$ cat src/rtl/pix_fifo_mc_if.sv
// pix_fifo_mc_if: bus between the pixel writer / reader side and pix_fifo_mc.
//
// Ports (carried signals):
//   flush        writer -> fifo  synchronous clear of contents and error flags
//   wr_en        writer -> fifo  write request
//   wr_data      writer -> fifo  NCH*DW pixel, channel k at [k*DW +: DW]
//   rd_en        reader -> fifo  pop request
//   thresh       ctrl   -> fifo  almost-full threshold (AW+1 bits)
//   err_clr      ctrl   -> fifo  clears overflow / underflow
//   rd_data      fifo   -> reader head entry, first-word fall-through, 0 when empty
//   level        fifo   -> ctrl   stored entries, 0..DEPTH
//   full, empty, almost_full     fifo status
//   overflow, underflow          sticky error flags
//
// master: the side driving requests (writer/reader/control).
// slave : the FIFO itself.

interface pix_fifo_mc_if #(
  parameter int DW    = 8,
  parameter int NCH   = 3,
  parameter int DEPTH = 16,
  parameter int AW    = $clog2(DEPTH)
);
  logic              flush;
  logic              wr_en;
  logic [NCH*DW-1:0] wr_data;
  logic              rd_en;
  logic [AW:0]       thresh;
  logic              err_clr;
  logic [NCH*DW-1:0] rd_data;
  logic [AW:0]       level;
  logic              full;
  logic              empty;
  logic              almost_full;
  logic              overflow;
  logic              underflow;

  modport master (
    output flush, wr_en, wr_data, rd_en, thresh, err_clr,
    input  rd_data, level, full, empty, almost_full, overflow, underflow
  );

  modport slave (
    input  flush, wr_en, wr_data, rd_en, thresh, err_clr,
    output rd_data, level, full, empty, almost_full, overflow, underflow
  );
endinterface

$ cat src/rtl/pix_fifo_mc.sv
// pix_fifo_mc: multi-channel pixel FIFO with shared pointers.
//
// All colour channels are stored in parallel per-channel arrays addressed by a
// single write/read pointer pair, so the components of one pixel always leave
// the FIFO together. First-word fall-through: the head entry is presented on
// rd_data combinationally; rd_data is forced to zero while empty.
//
// Ports:
//   clk      in  rising-edge clock
//   reset_n  in  asynchronous active-low reset (pointers and flags only;
//                storage is not reset)
//   bus      pix_fifo_mc_if.slave, see the interface file for signal list
//
// Pointers are AW+1 bits; the extra MSB is a wrap bit that distinguishes
// full (low bits equal, MSBs differ) from empty (fully equal). level is the
// modular difference of the pointers, so it naturally ranges 0..DEPTH.
// DEPTH must be a power of two and at least 2.

module pix_fifo_mc #(
  parameter int DW    = 8,
  parameter int NCH   = 3,
  parameter int DEPTH = 16,
  localparam int AW   = $clog2(DEPTH)
) (
  input logic          clk,
  input logic          reset_n,
  pix_fifo_mc_if.slave bus
);

  localparam logic [AW:0] PTR_ONE = {{AW{1'b0}}, 1'b1};

  logic [AW:0]   wr_ptr;
  logic [AW:0]   rd_ptr;
  logic [AW-1:0] wr_idx;
  logic [AW-1:0] rd_idx;
  logic [AW:0]   level;
  logic          full;
  logic          empty;
  logic          we;
  logic          re;
  logic          ovf_set;
  logic          unf_set;
  logic          overflow_q;
  logic          underflow_q;

  assign wr_idx = wr_ptr[AW-1:0];
  assign rd_idx = rd_ptr[AW-1:0];

  // Status is purely combinational from the registered pointers.
  assign empty = (wr_ptr == rd_ptr);
  assign full  = (wr_idx == rd_idx) && (wr_ptr[AW] != rd_ptr[AW]);
  assign level = wr_ptr - rd_ptr;

  // A write into a full FIFO is legal when the head is popped in the same
  // cycle: the freed slot is the one the write pointer addresses. Flush
  // suppresses both transfers.
  assign we = bus.wr_en & (~full | bus.rd_en) & ~bus.flush;
  assign re = bus.rd_en & ~empty & ~bus.flush;

  assign ovf_set = bus.wr_en & full & ~bus.rd_en;
  assign unf_set = bus.rd_en & empty;

  always_ff @(posedge clk or negedge reset_n) begin
    if (!reset_n) begin
      wr_ptr <= '0;
      rd_ptr <= '0;
    end else if (bus.flush) begin
      wr_ptr <= '0;
      rd_ptr <= '0;
    end else begin
      if (we) wr_ptr <= wr_ptr + PTR_ONE;
      if (re) rd_ptr <= rd_ptr + PTR_ONE;
    end
  end

  // Sticky errors: a new event in the same cycle as err_clr keeps the flag set.
  always_ff @(posedge clk or negedge reset_n) begin
    if (!reset_n) begin
      overflow_q  <= 1'b0;
      underflow_q <= 1'b0;
    end else if (bus.flush) begin
      overflow_q  <= 1'b0;
      underflow_q <= 1'b0;
    end else begin
      if (ovf_set)          overflow_q <= 1'b1;
      else if (bus.err_clr) overflow_q <= 1'b0;
      if (unf_set)          underflow_q <= 1'b1;
      else if (bus.err_clr) underflow_q <= 1'b0;
    end
  end

  // Per-channel storage; every channel uses the same indices.
  for (genvar k = 0; k < NCH; k++) begin : g_ch
    logic [DW-1:0] mem [DEPTH];

    always_ff @(posedge clk) begin
      if (we) mem[wr_idx] <= bus.wr_data[k*DW +: DW];
    end

    assign bus.rd_data[k*DW +: DW] = empty ? '0 : mem[rd_idx];
  end

  assign bus.level       = level;
  assign bus.full        = full;
  assign bus.empty       = empty;
  assign bus.almost_full = (level >= bus.thresh);
  assign bus.overflow    = overflow_q;
  assign bus.underflow   = underflow_q;

endmodule
$ cat src/flat_wrapper.sv
// flat-port wrapper written by rule: the top's interface ports become plain ports
module pix_fifo_mc_flat 
#(
  parameter int DW    = 8,
  parameter int NCH   = 3,
  parameter int DEPTH = 16,
  localparam int AW   = $clog2(DEPTH)
)
  (clk, reset_n, bus_flush, bus_wr_en, bus_wr_data, bus_rd_en, bus_thresh, bus_err_clr, bus_rd_data, bus_level, bus_full, bus_empty, bus_almost_full, bus_overflow, bus_underflow);
  pix_fifo_mc_if #(.DW(DW), .NCH(NCH), .DEPTH(DEPTH)) bus_i ();
  input logic clk;
  input logic reset_n;
  input wire logic [$bits(bus_i.flush)-1:0] bus_flush;
  input wire logic [$bits(bus_i.wr_en)-1:0] bus_wr_en;
  input wire logic [$bits(bus_i.wr_data)-1:0] bus_wr_data;
  input wire logic [$bits(bus_i.rd_en)-1:0] bus_rd_en;
  input wire logic [$bits(bus_i.thresh)-1:0] bus_thresh;
  input wire logic [$bits(bus_i.err_clr)-1:0] bus_err_clr;
  output wire logic [$bits(bus_i.rd_data)-1:0] bus_rd_data;
  output wire logic [$bits(bus_i.level)-1:0] bus_level;
  output wire logic [$bits(bus_i.full)-1:0] bus_full;
  output wire logic [$bits(bus_i.empty)-1:0] bus_empty;
  output wire logic [$bits(bus_i.almost_full)-1:0] bus_almost_full;
  output wire logic [$bits(bus_i.overflow)-1:0] bus_overflow;
  output wire logic [$bits(bus_i.underflow)-1:0] bus_underflow;
  assign bus_i.flush = bus_flush;
  assign bus_i.wr_en = bus_wr_en;
  assign bus_i.wr_data = bus_wr_data;
  assign bus_i.rd_en = bus_rd_en;
  assign bus_i.thresh = bus_thresh;
  assign bus_i.err_clr = bus_err_clr;
  assign bus_rd_data = bus_i.rd_data;
  assign bus_level = bus_i.level;
  assign bus_full = bus_i.full;
  assign bus_empty = bus_i.empty;
  assign bus_almost_full = bus_i.almost_full;
  assign bus_overflow = bus_i.overflow;
  assign bus_underflow = bus_i.underflow;
  pix_fifo_mc #(.DW(DW), .NCH(NCH), .DEPTH(DEPTH)) u_core (.clk(clk), .reset_n(reset_n), .bus(bus_i));
endmodule
$ cat config.mk
export PLATFORM = sky130hd
export DESIGN_NAME = pix_fifo_mc_flat
export DESIGN_NICKNAME = d
export VERILOG_FILES = /design/src/rtl/pix_fifo_mc_if.sv /design/src/rtl/pix_fifo_mc.sv /design/src/flat_wrapper.sv
export SDC_FILE = /design/constraint.sdc
export NUM_CORES = 1
export LEC_CHECK = 0
export CAP_MARGIN = 20
export CORE_MARGIN = 2
export CORE_UTILIZATION = 55
export CTS_CLUSTER_SIZE = 16
export DETAILED_ROUTE_END_ITERATION = 10
export GPL_TIMING_DRIVEN = 0
export PLACE_DENSITY_LB_ADDON = 0.25
export RECOVER_POWER = 25
export SLEW_MARGIN = 10
export SYNTH_ARGS = -nofsm -noshare
export SYNTH_HDL_FRONTEND = slang
export SYNTH_SLANG_ARGS = --single-unit
$ cat constraint.sdc
create_clock -name clk -period 12.9 [get_ports clk]
set_clock_uncertainty 0.15 [all_clocks]
set_input_delay 2.58 -clock clk [delete_from_list [all_inputs] [get_ports clk]]
set_output_delay 2.58 -clock clk [all_outputs]
set_load 0.01 [all_outputs]
; ---- Yosys cells after proc, flatten, opt, wreduce, memory -nomap -nowiden
; Memories as Yosys holds them, arrays and structs flattened.
; Cells that the tools add are included.
[op_classes]
n_addsub = 3
n_mul = 0
n_div = 0
n_lt_le_gt_ge = 1
eq_ne = 3
shifts = 0
muxes = 14
n_bitwise = 12
reduce_logical = 5
[ops]
columns = operator, count
row1 = 8-bit two-way mux, 3
row2 = 5-bit two-way mux, 4
row3 = "5-bit by 1-bit adder with 5-bit output, second input constant", 2
row4 = 1-bit bitwise AND, 7
row5 = 1-bit two-way mux, 7
row6 = 3-bit nonzero test, 2
row7 = 5-bit equality test, 1
row8 = 5-bit >= comparator, 1
row9 = 5-bit subtractor, 1
row10 = 4-bit equality test, 1
row11 = 1-bit inverter, 4
row12 = 2-bit nonzero test, 2
row13 = 1-bit logical AND, 1
row14 = 1-bit != test, 1
row15 = 1-bit OR, 1
[word_totals]
regBits = 12
latch_bits = 0
mem_bits_rw = 384
mem_bits_ro = 0
inputBits = 35
output_inout_bits = 34
word_cells = 45
mem_count = 3
[mem_list]
columns = memory, words, word_bits, read_ports, rd_ports_with_merged_regs, write_ports, line_no
row1 = u_core.g_ch[0].mem, 16, 8, 1, 0, 1, pix_fifo_mc.sv:94  ; logic [DW-1:0] mem [DEPTH];
row2 = u_core.g_ch[1].mem, 16, 8, 1, 0, 1, pix_fifo_mc.sv:94
row3 = u_core.g_ch[2].mem, 16, 8, 1, 0, 1, pix_fifo_mc.sv:94

; ---- Longest topological paths before layout
; Gate-level depths: netlist of the first run.
[logic_depth]
ltp_word = 8
depth_mapped = 10
ltp_nobuf = 10

; ---- Worst setup path before layout of the first run
; Ideal clock, no wire load.
[synth_timing]
kind = input -> output
from = input bus_thresh[0]
to = output bus_almost_full
arrival_ps = 3391
required_time_ps = 10170
slack_ps = 6779
stages = 5
path_buffers = 0
cell_sequence = ha_1 -> nand2b_1 -> a21o_1 -> a21oi_1 -> o21ai_0
[synth_via]
elab_chain_cells = 1
[synth_rtl]
columns = element, line_no
row1 = "start, declared", flat_wrapper.sv:17  ; input wire logic [$bits(bus_i.thresh)-1:0] bus_thresh;
row2 = 5-bit >= comparator, pix_fifo_mc.sv:106  ; assign bus.almost_full = (level >= bus.thresh);
row3 = "end, declared", flat_wrapper.sv:23  ; output wire logic [$bits(bus_i.almost_full)-1:0] bus_almost_full;
; Every way passes these cells.

; ---- Final worst setup path of the first run
[layout_timing]
from = register u_core.rd_ptr[1]
to = output bus_rd_data[4]
[layout_via]
elab_chain_cells = 2
word_cells_on_any_way = 3
cone_classes = eq/ne: 1 / mux: 1 / memory: 1
[layout_rtl]
columns = element, line_no
row1 = "start, declared", pix_fifo_mc.sv:33  ; logic [AW:0] rd_ptr;
row2 = "start signal, assigned", pix_fifo_mc.sv:72  ; if (re) rd_ptr <= rd_ptr + PTR_ONE;
row3 = memory read 16 x 8 bit / 5-bit equality test (equally long branches), --
row4 = 8-bit two-way mux *, pix_fifo_mc.sv:100  ; assign bus.rd_data[k*DW +: DW] = empty ? '0 : mem[rd_idx];
row5 = "end, declared", flat_wrapper.sv:19  ; output wire logic [$bits(bus_i.rd_data)-1:0] bus_rd_data;
; Mark *: on every way between the ends. The rest lies on a longest branch, timed or not.

==> results of run 1 <==
==> state kept, by name, indices dropped and copies added, names as in the netlist <==
name and count:
u_core.bus.overflow 1, u_core.bus.underflow 1, u_core.g_ch.mem 384, u_core.rd_ptr 5, u_core.wr_ptr 5
==> power by group <==
part | total (uW) | internal, uW | switching (uW)
Sequential | 1430 | 1420 | 5.78
Clock | 1210 | 742 | 470
Combinational | 469 | 239 | 230
==> tightest hold or removal path: stages, from the launching register on <==
cell	delay (ns)
dfrtp_1	0.43
xor2_1	0.09
nor2_1	0.08
==> metal layers <==
metal | vias to the layer above | part of all wire [%]
li1 | 3447 | -
met5 | - | 0
met2 | 315 | 50
met1 | 4115 | 40
met3 | 63 | 6.8
met4 | 0 | 2.4
==> synth_stat cells <==
cell / n
nand2_1: 72
xnor2_1: 5
buf_6: 3
a221o_1: 23
nor3_1: 13
o311ai_0: 1
mux2i_1: 4
a21oi_1: 10
o31ai_1: 2
buf_2: 17
ha_1: 14
nor2b_1: 26
and4_1: 2
a21o_1: 3
inv_1: 11
o211ai_1: 2
nor2_1: 12
dfrtp_1: 12
o21ai_1: 1
mux2_2: 1
o21ai_2: 1
nor3_2: 1
nand4_2: 1
o21ai_0: 4
xor2_2: 1
buf_1: 5
fa_1: 1
nand3_1: 3
mux4_2: 95
clkbuf_1: 13
nor2_2: 1
or3_1: 2
edfxtp_1: 384
nor4_1: 4
xor2_1: 5
nand2b_1: 7
==> final timing paths <==
path,cells past startpoint,startpoint,slack (ns),end
worst min-delay path,2,u_core.rd_ptr[4],0.49,u_core.rd_ptr[4]
worst min register to register,2,u_core.rd_ptr[4],0.49,u_core.rd_ptr[4]
min in group asynchronous,1,reset_n,2.34,u_core.rd_ptr[2]
worst max-delay path,10,u_core.rd_ptr[1],5.63,bus_rd_data[4]
worst max register to register,12,u_core.rd_ptr[1],8.39,u_core.g_ch[1].mem[8][1]
max in group asynchronous,1,reset_n,9.88,u_core.rd_ptr[0]
==> cell type report <==
cell class                 count  area, um2  share of cell area (%)
timing repair buffer         124       1140                    6.10
buffer                        38        186                   0.998
multi-input combinational    317       3640                    19.5
tap                          378        473                    2.53
clock buffer                  46       1040                    5.59
inverter                      11       41.3                   0.221
clock inverter                24        334                    1.79
sequential                   396      11800                    63.3
==> through the flow <==
step	hold slack [ns]	cell area, um2
final	0.488	18700
after global routing	0.526	18700
after CTS	0.493	18700
after detailed placement	0.473	17300
after global placement	0.457	16800
after floorplan	0.440	15600
==> logic make-up (layout without fill, tap and decap cells) <==
logic type | Yosys count | count (layout) | share of synthesized area (%)
buf+inv | 49 | 243 | 1.46
fa+ha+maj | 15 | 15 | 1.25
simple gates | 144 | 144 | 4.39
mux | 100 | 100 | 14.0
compound gates | 47 | 47 | 2.40
flops | 396 | 396 | 75.8
xor+xnor | 11 | 11 | 0.665
==> impl_metrics.env, run 1 <==
export IMPL_critPathMaxStageDelay_ns=0.64
export IMPL_leakagePower_uw=0.00611
export IMPL_antenna_found_initial=0
export IMPL_busiest_layer="met2"
export IMPL_seq_area_frac_synth_pct=75.8
export IMPL_setup_tns_ns=0
export IMPL_drc=0
export IMPL_ys_types=36
export IMPL_grt_pass1_vias=8243
export IMPL_drtAntennaViolNets=0
export IMPL_power_uw=3110
export IMPL_grt_total_usage_pct=23.9
export IMPL_yosysTopAreaCell="edfxtp_1"
export IMPL_worstHoldPathType="flip-flop to flip-flop"
export IMPL_clock_latency_ns=0.53
export IMPL_final_common_cell="edfxtp_1"
export IMPL_htreeDepth=2
export IMPL_cts_tree="yes"
export IMPL_dieArea_um2=29700
export IMPL_syn_area_um2=15600
export IMPL_grt_start_max_net_pins=17
export IMPL_cap_violations=0
export IMPL_synth_area_top_cells="edfxtp_1 (74%), mux4_2 (14%), dfrtp_1 (1.9%)"
export IMPL_hold_viol=0
export IMPL_crit_fanout=11
export IMPL_path_buf_inv=5
export IMPL_crit_type="flip-flop to output port"
export IMPL_setup_viol=0
export IMPL_crit_path_end_kind="output port"
export IMPL_clkTransAtPathRegs_ns=0.06
export IMPL_die_h_um=172
export IMPL_timing_final_crit_share_pct=56.4
export IMPL_drv_slew=0
export IMPL_syn_nets=812
export IMPL_overflow=0
export IMPL_hold_buffers=0
export IMPL_areaGrowthSynthToFinish_pct=19.7
export IMPL_syn_inst=762
export IMPL_met2_usage_pct=39.6
export IMPL_pre_cts_ws_ns=5.91
export IMPL_cts_buffers=39
export IMPL_dp_cells=1264
export IMPL_wire_per_inst_um=25.4
export IMPL_worst_slack_ns=5.63
export IMPL_syn_avg_cell_area_um2=20.5
export IMPL_post_cts_setup_buffer_count=0
export IMPL_cts_root_buf="clkbuf_16"
export IMPL_dr_pass1_iters=5
export IMPL_nFillCells=1783
export IMPL_gp_congestion=0.741
export IMPL_use_met1_pct=32.7
export IMPL_slew_headroom_pct=33.9
export IMPL_port_buffers=68
export IMPL_instances_no_fill=1334
export IMPL_num_antenna_cells=0
export IMPL_crit_chain="buf_2, inv_1, buf_1, ha_1, nand4_2, o21ai_2, clkbuf_1, nor2b_1, a221o_1, clkdlybuf4s50_1"
export IMPL_post_route_util_pct=67.1
export IMPL_final_min_clock_period_ns=7.27
export IMPL_pin_count=69
export IMPL_via_count=7940
export IMPL_cp_slowest_cell="buf_1"
export IMPL_synth_top_area_share_pct=73.9
export IMPL_via_per_inst=5.95
export IMPL_core_um2=27900
export IMPL_crit_path_start_kind="flip-flop"
export IMPL_start_util_pct=56.0
export IMPL_rsz0062_at_grt="false"
export IMPL_nNetsFinal=977
export IMPL_yosys_warnings=0
export IMPL_cts_buffer_depth=3
export IMPL_cp_arrival_ns=4.54
export IMPL_wirelength_um=33800
export IMPL_rows=61
export IMPL_ir_worst_vdd_v=0.000119
export IMPL_final_cell_mix="edfxtp_1 (384), mux4_2 (95), nand2_1 (72)"
export IMPL_dpl_hpwl_um=22700
export IMPL_met3_usage_pct=4.53
export IMPL_grt_pass1_wl_um=50800
export IMPL_required_ns=10.17
export IMPL_drt_iter0_drc=813
export IMPL_drive_gt1_share_pct=26.5
export IMPL_max_freq_mhz=138
export IMPL_p_per_area_nw_per_um2=166
export IMPL_die_x_um=172
export IMPL_crit_family="buffers and inverters"
export IMPL_synth_seq_cells=396
export IMPL_cts_num_sinks=396
export IMPL_status="completed"
export IMPL_worst_slew_pin_slew_ns=0.991
export IMPL_ctsResizeCount=0
(Power assumes the default switching activity.)
==> inputs of run 2 (changes only) <==
Clock period 12.9 ns to 7.6 ns, I/O delays scaled along.
==> results of run 2 <==
Same layout as run 1 (identical final DEF). Status: completed.
Among the figures that moved: setup slack after placement 5.91 ns -> 1.96 ns; setup slack after layout 5.63 ns -> 1.39 ns; register-to-register setup slack 8.39 ns -> 3.09 ns; total power 3110 uW -> 5280 uW; worst IR drop on VDD 0.000119 V -> 0.000201 V
==> inputs of run 3 (changes only) <==
Clock period 7.6 ns to 6.3 ns, I/O delays scaled along.
==> results of run 3 <==
Same layout as run 1 (identical final DEF). Status: completed.
Among the figures that moved: setup slack after placement 5.91 ns -> 0.920 ns; setup slack after layout 5.63 ns -> 0.348 ns; register-to-register setup slack 8.39 ns -> 1.79 ns; total power 3110 uW -> 6370 uW; worst IR drop on VDD 0.000119 V -> 0.000243 V
